### config.mk
export PLATFORM = sky130hd
export DESIGN_NAME = aud_fir_arbiter
export DESIGN_NICKNAME = d
export VERILOG_FILES = /design/src/rtl/aud_pkg.sv /design/src/rtl/aud_sync_fifo.sv /design/src/rtl/aud_fir_arbiter.sv
export SDC_FILE = /design/constraint.sdc
export NUM_CORES = 1
export LEC_CHECK = 0
export ABC_AREA = 1
export BUFFER_PORTS_ARGS = -buffer_cell sky130_fd_sc_hd__buf_2
export CAP_MARGIN = 20
export CORE_ASPECT_RATIO = 0.75
export CORE_MARGIN = 2
export CORE_UTILIZATION = 51
export DETAILED_ROUTE_END_ITERATION = 10
export PLACE_DENSITY = 0.86
export SETUP_SLACK_MARGIN = 0.02
export SYNTH_ARGS = -nofsm -noshare
export SYNTH_HDL_FRONTEND = slang
export SYNTH_SLANG_ARGS = --single-unit
### constraint.sdc
create_clock -name clk_clk -period 2.7 [get_ports clk_clk]
set_clock_uncertainty 0.15 [all_clocks]
set_input_delay 0.27 -clock clk_clk [delete_from_list [all_inputs] [get_ports clk_clk]]
set_output_delay 0.27 -clock clk_clk [all_outputs]
set_load 0.005 [all_outputs]
### src/rtl/aud_pkg.sv
// Shared audio types: channel identifiers and sample/error widths.
package aud_pkg;

  typedef enum logic {
    CH_LEFT  = 1'b0,
    CH_RIGHT = 1'b1
  } ch_e;

  localparam int unsigned SAMPLE_W = 32;
  localparam int unsigned SLICE_W  = 16;
  localparam int unsigned ERR_W    = 2;

endpackage

### src/rtl/aud_sync_fifo.sv
// Show-ahead synchronous FIFO; head_o is valid whenever empty_o is low.
// DEPTH must be a power of two so the pointers wrap naturally.
module aud_sync_fifo #(
  parameter int unsigned WIDTH = 32,
  parameter int unsigned DEPTH = 4
) (
  input  logic                   clk_i,
  input  logic                   rst_i,
  input  logic                   push_i,
  input  logic [WIDTH-1:0]       push_data_i,
  input  logic                   pop_i,
  output logic [WIDTH-1:0]       head_o,
  output logic                   empty_o,
  output logic [$clog2(DEPTH):0] count_o
);

  localparam int unsigned PTR_W = $clog2(DEPTH);
  localparam int unsigned CNT_W = $clog2(DEPTH) + 1;

  logic [WIDTH-1:0] mem_q [DEPTH];
  logic [PTR_W-1:0] wr_q, wr_d, rd_q, rd_d;
  logic [CNT_W-1:0] cnt_q, cnt_d;
  logic             do_push, do_pop;

  assign do_push = push_i & (cnt_q < CNT_W'(DEPTH));
  assign do_pop  = pop_i & (cnt_q != '0);

  always_comb begin
    wr_d  = wr_q + PTR_W'(do_push);
    rd_d  = rd_q + PTR_W'(do_pop);
    cnt_d = cnt_q + CNT_W'(do_push) - CNT_W'(do_pop);
  end

  always_ff @(posedge clk_i) begin
    if (rst_i) begin
      wr_q  <= '0;
      rd_q  <= '0;
      cnt_q <= '0;
    end else begin
      wr_q  <= wr_d;
      rd_q  <= rd_d;
      cnt_q <= cnt_d;
    end
  end

  // Storage carries no reset; only the pointers define what is valid.
  always_ff @(posedge clk_i) begin
    if (do_push) mem_q[wr_q] <= push_data_i;
  end

  assign head_o  = mem_q[rd_q];
  assign empty_o = (cnt_q == '0);
  assign count_o = cnt_q;

endmodule

### src/rtl/aud_fir_arbiter.sv
// Round-robin sharing of one FIR between left/right streams with credit-based
// result buffering. Define AUD_FIR_ARB_ERR_EN to zero and flag errored results.
module aud_fir_arbiter
  import aud_pkg::*;
#(
  parameter int unsigned OBUF_DEPTH = 4,
  parameter int unsigned IN_MSB     = 31
) (
  input  logic                clk_clk,
  input  logic                reset_reset,
  input  logic [SAMPLE_W-1:0] left_in_data,
  input  logic                left_in_valid,
  output logic                left_in_ready,
  input  logic [SAMPLE_W-1:0] right_in_data,
  input  logic                right_in_valid,
  output logic                right_in_ready,
  output logic [SLICE_W-1:0]  fir_in_data,
  output logic                fir_in_valid,
  output logic [ERR_W-1:0]    fir_in_error,
  input  logic [SAMPLE_W-1:0] fir_out_data,
  input  logic                fir_out_valid,
  input  logic [ERR_W-1:0]    fir_out_error,
  output logic [SAMPLE_W-1:0] left_out_data,
  output logic                left_out_valid,
  input  logic                left_out_ready,
  output logic [SAMPLE_W-1:0] right_out_data,
  output logic                right_out_valid,
  input  logic                right_out_ready,
  output logic                orphan_err,
  output logic                fir_err
);

  localparam int unsigned CNT_W     = $clog2(OBUF_DEPTH) + 1;
  localparam int unsigned TAG_DEPTH = 2 * OBUF_DEPTH;
  localparam int unsigned TAG_CNT_W = $clog2(TAG_DEPTH) + 1;

  ch_e                 rr_q, rr_d;
  logic [CNT_W-1:0]    infl_l_q, infl_l_d, infl_r_q, infl_r_d;
  logic [CNT_W-1:0]    occ_l, occ_r;
  logic [CNT_W:0]      used_l, used_r;
  logic                elig_l, elig_r;
  logic                xfer_l, xfer_r, xfer;
  logic [SAMPLE_W-1:0] sel_sample, store_data;
  logic [SLICE_W-1:0]  fir_in_data_q, fir_in_data_d;
  logic                fir_in_valid_q, fir_in_valid_d;
  logic                orphan_q, orphan_d;
  logic                tag_empty;
  logic [0:0]          tag_head;
  logic [TAG_CNT_W-1:0] unused_tag_cnt;
  logic                ret_ok, ret_l, ret_r;
  logic                empty_l, empty_r;
  logic                unused_bits;

  // Credit is exhausted once buffered plus in-flight results reach the depth.
  assign used_l = (CNT_W+1)'(occ_l) + (CNT_W+1)'(infl_l_q);
  assign used_r = (CNT_W+1)'(occ_r) + (CNT_W+1)'(infl_r_q);
  assign elig_l = used_l < (CNT_W+1)'(OBUF_DEPTH);
  assign elig_r = used_r < (CNT_W+1)'(OBUF_DEPTH);

  assign left_in_ready  = ~reset_reset & elig_l &
                          ((rr_q == CH_LEFT) | ~right_in_valid | ~elig_r);
  assign right_in_ready = ~reset_reset & elig_r &
                          ((rr_q == CH_RIGHT) | ~left_in_valid | ~elig_l);

  assign xfer_l     = left_in_valid & left_in_ready;
  assign xfer_r     = right_in_valid & right_in_ready;
  assign xfer       = xfer_l | xfer_r;
  assign sel_sample = xfer_r ? right_in_data : left_in_data;

  // A result with no outstanding tag is an orphan and is dropped.
  assign ret_ok = fir_out_valid & ~tag_empty;
  assign ret_l  = ret_ok & (ch_e'(tag_head) == CH_LEFT);
  assign ret_r  = ret_ok & (ch_e'(tag_head) == CH_RIGHT);

`ifdef AUD_FIR_ARB_ERR_EN
  logic fir_err_q, fir_err_d;

  assign store_data  = (fir_out_error != '0) ? '0 : fir_out_data;
  assign fir_err_d   = fir_err_q | (ret_ok & (fir_out_error != '0));
  assign fir_err     = fir_err_q;
  assign unused_bits = ^sel_sample;

  always_ff @(posedge clk_clk) begin
    if (reset_reset) fir_err_q <= 1'b0;
    else             fir_err_q <= fir_err_d;
  end
`else
  assign store_data  = fir_out_data;
  assign fir_err     = 1'b0;
  assign unused_bits = ^{sel_sample, fir_out_error};
`endif

  always_comb begin
    rr_d           = rr_q;
    fir_in_valid_d = xfer;
    fir_in_data_d  = fir_in_data_q;
    infl_l_d       = infl_l_q + CNT_W'(xfer_l) - CNT_W'(ret_l);
    infl_r_d       = infl_r_q + CNT_W'(xfer_r) - CNT_W'(ret_r);
    orphan_d       = orphan_q | (fir_out_valid & tag_empty);
    if (xfer) begin
      rr_d          = ch_e'(~rr_q);
      fir_in_data_d = sel_sample[IN_MSB -: SLICE_W];
    end
  end

  always_ff @(posedge clk_clk) begin
    if (reset_reset) begin
      rr_q           <= CH_LEFT;
      fir_in_valid_q <= 1'b0;
      fir_in_data_q  <= '0;
      infl_l_q       <= '0;
      infl_r_q       <= '0;
      orphan_q       <= 1'b0;
    end else begin
      rr_q           <= rr_d;
      fir_in_valid_q <= fir_in_valid_d;
      fir_in_data_q  <= fir_in_data_d;
      infl_l_q       <= infl_l_d;
      infl_r_q       <= infl_r_d;
      orphan_q       <= orphan_d;
    end
  end

  assign fir_in_valid = fir_in_valid_q;
  assign fir_in_data  = fir_in_data_q;
  assign fir_in_error = '0;
  assign orphan_err   = orphan_q;

  // In-order record of which channel each outstanding FIR result belongs to.
  aud_sync_fifo #(.WIDTH(1), .DEPTH(TAG_DEPTH)) u_tag (
    .clk_i       (clk_clk),
    .rst_i       (reset_reset),
    .push_i      (xfer),
    .push_data_i (xfer_r),
    .pop_i       (ret_ok),
    .head_o      (tag_head),
    .empty_o     (tag_empty),
    .count_o     (unused_tag_cnt)
  );

  aud_sync_fifo #(.WIDTH(SAMPLE_W), .DEPTH(OBUF_DEPTH)) u_obuf_l (
    .clk_i       (clk_clk),
    .rst_i       (reset_reset),
    .push_i      (ret_l),
    .push_data_i (store_data),
    .pop_i       (left_out_valid & left_out_ready),
    .head_o      (left_out_data),
    .empty_o     (empty_l),
    .count_o     (occ_l)
  );

  aud_sync_fifo #(.WIDTH(SAMPLE_W), .DEPTH(OBUF_DEPTH)) u_obuf_r (
    .clk_i       (clk_clk),
    .rst_i       (reset_reset),
    .push_i      (ret_r),
    .push_data_i (store_data),
    .pop_i       (right_out_valid & right_out_ready),
    .head_o      (right_out_data),
    .empty_o     (empty_r),
    .count_o     (occ_r)
  );

  assign left_out_valid  = ~empty_l;
  assign right_out_valid = ~empty_r;

endmodule
==> results.cfg, run 1 <==
[setup_path]
critical_path.startpoint_type = flip-flop
r2r_cells = 13
arrival_ps = 3090
path_class = flip-flop to flip-flop
r2r_start = u_tag.count_o[3]$_SDFF_PP0_
startpoint = u_tag.count_o[3]$_SDFF_PP0_
worstReg2RegEnd = u_obuf_r.count_o[2]$_SDFF_PP0_
r2r_slack_ps = -90
critPathCaptureType = flip-flop
worstPathRequired_ps = 3000
cp_max_fo = 5

[detailed_routing]
drt-total-wl_mm = 31.23
top_layer = met4
vias = 9010
first_pass_iters = 5
viasPerCell = 5.538
postRouteAntennaNets = 0
post_drt_wl_per_cell_um = 19.19
wl_met3_mm = 2.686
remaining_drc_errors = 0
wl_met2_mm = 14.94
wl_met1_mm = 12.43
drt_first_iter_violations = 923

[outcome]
status = complete, but fails checks
failed_checks = negative setup slack

[clock_tree]
htreeDepth = 1
clk_latency_ps = 540
clkTransAtPathRegs_ps = 70
cts_tree = yes
clock_sinks = 313
clockBufferDepth = 3
cts_buffers = 29
cts-root-buf = clkbuf_16

[sta]
setup_slack_ps = -91.97
period_share = 1.034
drv_slew = 0
finalSetupViolations = 2
worst_pin_slew_ps = 718.7
rsz0062_at_grt = true
slew_headroom = 0.5209
fmaxAchievable_mhz = 358.2
fin_crit_ps = 2792
hold_viol = 0

[power]
p_total_mw = 15.30
powerDensity_nw_per_um2 = 979.7
p_leak_nw = 5.987
ir_drop_v = 0.0005043

[yosys]
yosysSeqAreaShare = 0.7081
synth_cells = 1038
synth-seq-cells = 313
syn_area_sq_um = 12580
synth_warnings = 0
syn_avg_cell_area_sq_um = 12.12
yosysUniqueCellTypes = 33

[placement]
place_ws_ps = 27.97
gp_congestion = 0.7980
dp_hpwl_mm = 16.68
port-buffer-count = 156
place_inst = 1503
place_area_sq_um = 13900

[final_layout]
fin_nets = 1410
final_common_cell = edfxtp_1
fin_area_sq_um = 15610
stdcell_count = 1627
final_util = 0.6480
mostFrequentLayoutCells = 264 x edfxtp_1, 220 x nor2_1, 156 x buf_2
layout-drive-gt1-share = 0.2179
area_delta_synth_final_pct = 24.10

[grt]
gr-total-overflow = 0
globalRouteTotalUtil = 0.2293
grt_pass1_wl_mm = 45.99
grt_pass1_vias = 8731
grt_max_degree = 66
antenna_found_initial = 2

[floorplanning]
die_w_um = 185.4
die-height_um = 140.0
dieArea_sq_um = 25950
start_util = 0.5221
core-area_sq_um = 24090
pin_count = 194
rows = 49

[worst_hold_path]
hold_depth = 6
min_to = fir_in_data[3]$_SDFFE_PP0N_
hold_class = input pin to flip-flop
holdCritStartpoint = left_in_valid

[run]
max_cap_viol_count = 0
-- critical path, stage by stage (launching register included) --
cell	delay, ps
dfxtp_1	360
inv_1	70
ha_1	190
nand3_1	80
nand2_1	130
inv_2	170
nand4_1	190
inv_1	140
ha_1	150
inv_1	50
fa_1	390
xor2_1	250
o21ai_0	170
a21oi_1	230
-- cells in the mapped netlist --
library cell / instances / area share
nor2_2: 6 / 0.0030
edfxtp_1: 264 / 0.63
nor2_1: 230 / 0.069
nand4_1: 3 / 0.0015
nor2_4: 1 / 0.00090
dfxtp_1: 49 / 0.078
fa_1: 5 / 0.0080
clkinv_1: 2 / 0.00060
buf_6: 2 / 0.0018
buf_4: 8 / 0.0048
buf_2: 6 / 0.0024
or2_2: 1 / 0.00050
nand3b_4: 1 / 0.0016
xnor2_1: 6 / 0.0042
and2_1: 2 / 0.00099
a21oi_1: 7 / 0.0028
nand3_4: 3 / 0.0042
o211ai_1: 1 / 0.00060
o22ai_1: 64 / 0.032
nand3b_1: 17 / 0.010
clkbuf_1: 30 / 0.0090
o21ai_0: 136 / 0.054
xor2_1: 5 / 0.0035
conb_1: 1 / 0.00030
ha_1: 25 / 0.025
nand3_1: 8 / 0.0032
inv_2: 1 / 0.00030
inv_1: 72 / 0.021
nand2_4: 1 / 0.00090
a21boi_0: 2 / 0.0012
buf_1: 7 / 0.0021
buf_12: 1 / 0.0016
nand2_1: 71 / 0.021
-- report_power, final --
group | internal (mW) | leakage (nW) | switching [mW] | total, mW
registers | 5.91 | 2.79 | 0.296 | 6.21
clock network | 2.15 | 0.418 | 1.71 | 3.86
logic | 2.02 | 2.78 | 3.21 | 5.23
-- what timing repair did --
action | in CTS | in global routing
buffers inserted | 4 | 1
gates resized for setup | 4 | 36
hold buffers | 67 | 0
pin swaps | 2 | 10
endpoints found under the hold margin | 282 | 0
setup endpoints to repair | 1 | 15
-- metrics by stage --
| stage | setup TNS [ps] | hold slack (ps) |
|---|---|---|
| CTS | 0 | 123.1 |
| finish | -119.1 | 162.2 |
| detailed placement | 0 | 296.9 |
| global route | -360.2 | 192.1 |
| floorplan | -57920 | 218.9 |
| global placement | 0 | 290.6 |
-- layer usage --
metal / up-vias / global-route usage
met3: 100 / 0.05174
met2: 459 / 0.3826
met1: 4357 / 0.2953
met5: - / 0
li1: 4094 / -
met4: 0 / 0.08354
-- registers in the layout (all words and copies together) (netlist names) --
name / flops
u_tag.mem_q: 8
fir_in_data: 16
u_tag.wr_q: 3
fir_in_valid: 1
u_obuf_r.wr_q: 2
infl_r_q: 3
orphan_err: 1
u_obuf_l.wr_q: 2
u_obuf_r.rd_q: 2
u_tag.rd_q: 3
u_obuf_l.count_o: 3
infl_l_q: 3
u_obuf_l.rd_q: 2
u_obuf_r.count_o: 3
u_obuf_r.mem_q: 128
u_tag.count_o: 4
rr_q: 1
u_obuf_l.mem_q: 128
-- how the worst max path moves through the flow --
stage,end,slack (ps),depth (start not counted)
2_1_floorplan,u_obuf_r.mem_q[0][0]$_DFFE_PP_,-300,7
3_3_place_gp,infl_r_q[2]$_SDFF_PP0_,100,13
3_5_place_dp,infl_r_q[2]$_SDFF_PP0_,30,13
4_1_cts,u_tag.count_o[2]$_SDFF_PP0_,20,15
5_1_grt,u_obuf_r.count_o[2]$_SDFF_PP0_,-170,13
6_report,u_obuf_r.count_o[2]$_SDFF_PP0_,-90,13
-- kinds of logic after synthesis --
family | count (synthesis) | share of synthesized area
compound gates | 210 | 0.09050
xor+xnor | 11 | 0.007658
fa+ha+maj | 30 | 0.03282
buf+inv | 129 | 0.04396
flops | 313 | 0.7081
other cells | 1 | 0.0002981
simple gates | 344 | 0.1167
-- area by class of cell --
class                   instances  area [sq um]
diodes                          2         5.005
clock buffers                  36         752.0
clock inverters                14         117.6
fillers                      1638          8482
inverters                      75         281.5
multi-input cells             598          3286
flip-flops and latches        313          8924
well taps                     331         414.1
repair buffers                258          1833
No activity file was read; power rests on OpenSTA's default activity.
==> run 2: changes to the inputs <==
- CORE_ASPECT_RATIO: 0.75 -> 1.75
- SLEW_MARGIN: default -> 20
==> run 2 against run 1 <==
Largest power group unchanged. Die area is 0.14% higher. Combinational power is 4.4% lower. Highest routed layer unchanged. Via count is 1.7% lower. Cell area hardly changed. Critical path type is now flip-flop to output port. The flow now finishes without violations. Total power is 1.3% lower. First-iteration DRC count is 21% lower. Sequential cell count stayed put.
==> results.cfg, run 2 (same netlist as run 1, synthesis figures left out) <==
[placement]
place_area_sq_um = 13950
place_ws_ps = 37.09
gp_congestion = 0.8193
dp_hpwl_mm = 18.59
port-buffer-count = 156
place_inst = 1487

[detailed_routing]
postRouteAntennaNets = 0
post_drt_wl_per_cell_um = 18.72
viasPerCell = 5.523
remaining_drc_errors = 0
drt_first_iter_violations = 726
drt-total-wl_mm = 30.01
first_pass_iters = 5
vias = 8853

[setup_path]
startpoint = u_obuf_l.rd_q[1]$_SDFF_PP0_
arrival_ps = 2200
critPathCaptureType = output port
r2r_slack_ps = 90
cp_max_fo = 13
crit_chain = buf_4, o21ai_0, o22ai_1, buf_2
r2r_cells = 11
worstPathRequired_ps = 2280
critical_path.startpoint_type = flip-flop
worst_path_largest_cell_delay_ps = 720
r2r_start = u_obuf_l.count_o[1]$_SDFF_PP0_
critical-path-slowest-cell = dfxtp_1
path_class = flip-flop to output port

[sta]
worst_pin_slew_ps = 662.2
finalSetupViolations = 0
rsz0062_at_grt = true
period_share = 0.9709
slew_headroom = 0.5580
setup_tns_ps = 0
hold_slack_ps = 44.18
setup_slack_ps = 78.54
fin_crit_ps = 2621
fmaxAchievable_mhz = 381.5
hold_viol = 0
drv_slew = 0

[power]
powerDensity_nw_per_um2 = 967.6
p_leak_nw = 6.041
ir_drop_v = 0.0008366

[worst_hold_path]
holdCritStartpoint = left_in_valid
hold_class = input pin to flip-flop
hold_depth = 6

[grt]
grt_use_met2 = 0.4374
antenna_found_initial = 0
grt_use_met3 = 0.03718
gr-total-overflow = 0
grt_max_degree = 51
top_usage_layer = met2
grt_pass1_vias = 8871
grtUsageMet1 = 0.2397
grt_pass1_wl_mm = 45.26
globalRouteTotalUtil = 0.2262

[run]
max_cap_viol_count = 0

[outcome]
status = finished, final reports clean

[final_layout]
fin_nets = 1406
area_delta_synth_final_pct = 24.02
final_common_cell = edfxtp_1
fin_area_sq_um = 15600
mostFrequentLayoutCells = 264 x edfxtp_1, 219 x nor2_1, 156 x buf_2
stdcell_count = 1603
diodes = 0
layout-drive-gt1-share = 0.2153

[floorplanning]
rows = 76
core-area_sq_um = 24440
dieArea_sq_um = 25990
die-height_um = 211.8
start_util = 0.5148
pin_count = 194
die_w_um = 122.7

[clock_tree]
cts_buffers = 26
clk_latency_ps = 530
clock_sinks = 313
cts-root-buf = clkbuf_16
htreeDepth = 1
clockBufferDepth = 3
cts_tree = yes
clkTransAtPathRegs_ps = 70
-- run 2: cell types whose count changed in the layout (fill, tap and decap cells not counted), sizes merged --
cell         change
diode            -2
dlygate4sd3      -1
clkinvlp         +1
inv              -1
bufinv           +1
clkbuf           -3
-- run 2: worst max-delay path: cells and delay by family (launching register included) --
family	cells	cell delay (ps)
flops	1	720
buf+inv	2	480
compound gates	2	460
-- run 2: metrics by stage --
| stage | power, mW | utilization |
|---|---|---|
| after floorplan | 9.027 | - |
| after global placement | 10.64 | 0.5708 |
| after detailed placement | 10.91 | 0.5708 |
| after CTS | 14.95 | 0.6343 |
| after global routing | 15.93 | 0.6384 |
| final | 15.10 | 0.6384 |
-- run 2: final timing paths --
kind | end
worst min register to register | orphan_err$_SDFF_PP0_
worst min-delay path | rr_q$_SDFFE_PP0N_
worst max-delay path | left_out_data[3]
worst max register to register | u_obuf_l.count_o[2]$_SDFF_PP0_
-- run 2: what timing repair did --
item | in CTS | in global routing
endpoints found under the hold margin | 284 | 0
gates resized for setup | 0 | 21
hold buffers | 66 | 0
buffers inserted | 0 | 2
setup endpoints to repair | 0 | 18
-- run 2: report_power, final --
part	internal [mW]	switching, mW
registers	5.91	0.326
clock network	2.21	1.66
logic	2.01	2.99
-- run 2: final cells by class --
cell class | instances | area, sq um
flip-flops and latches | 313 | 8921
fillers | 1647 | 8836
multi-input cells | 598 | 3252
repair buffers | 257 | 1866
clock buffers | 33 | 728.2
well taps | 312 | 390.4
inverters | 75 | 281.5
clock inverters | 15 | 163.9
-- run 2: metal layers --
layer	up-vias	part of all wire	wire length (um)
met1	4260	0.34	10140
li1	4090	-	-
met3	69	0.076	2268
met2	434	0.56	16710
met5	-	0	0
met4	0	0.030	887
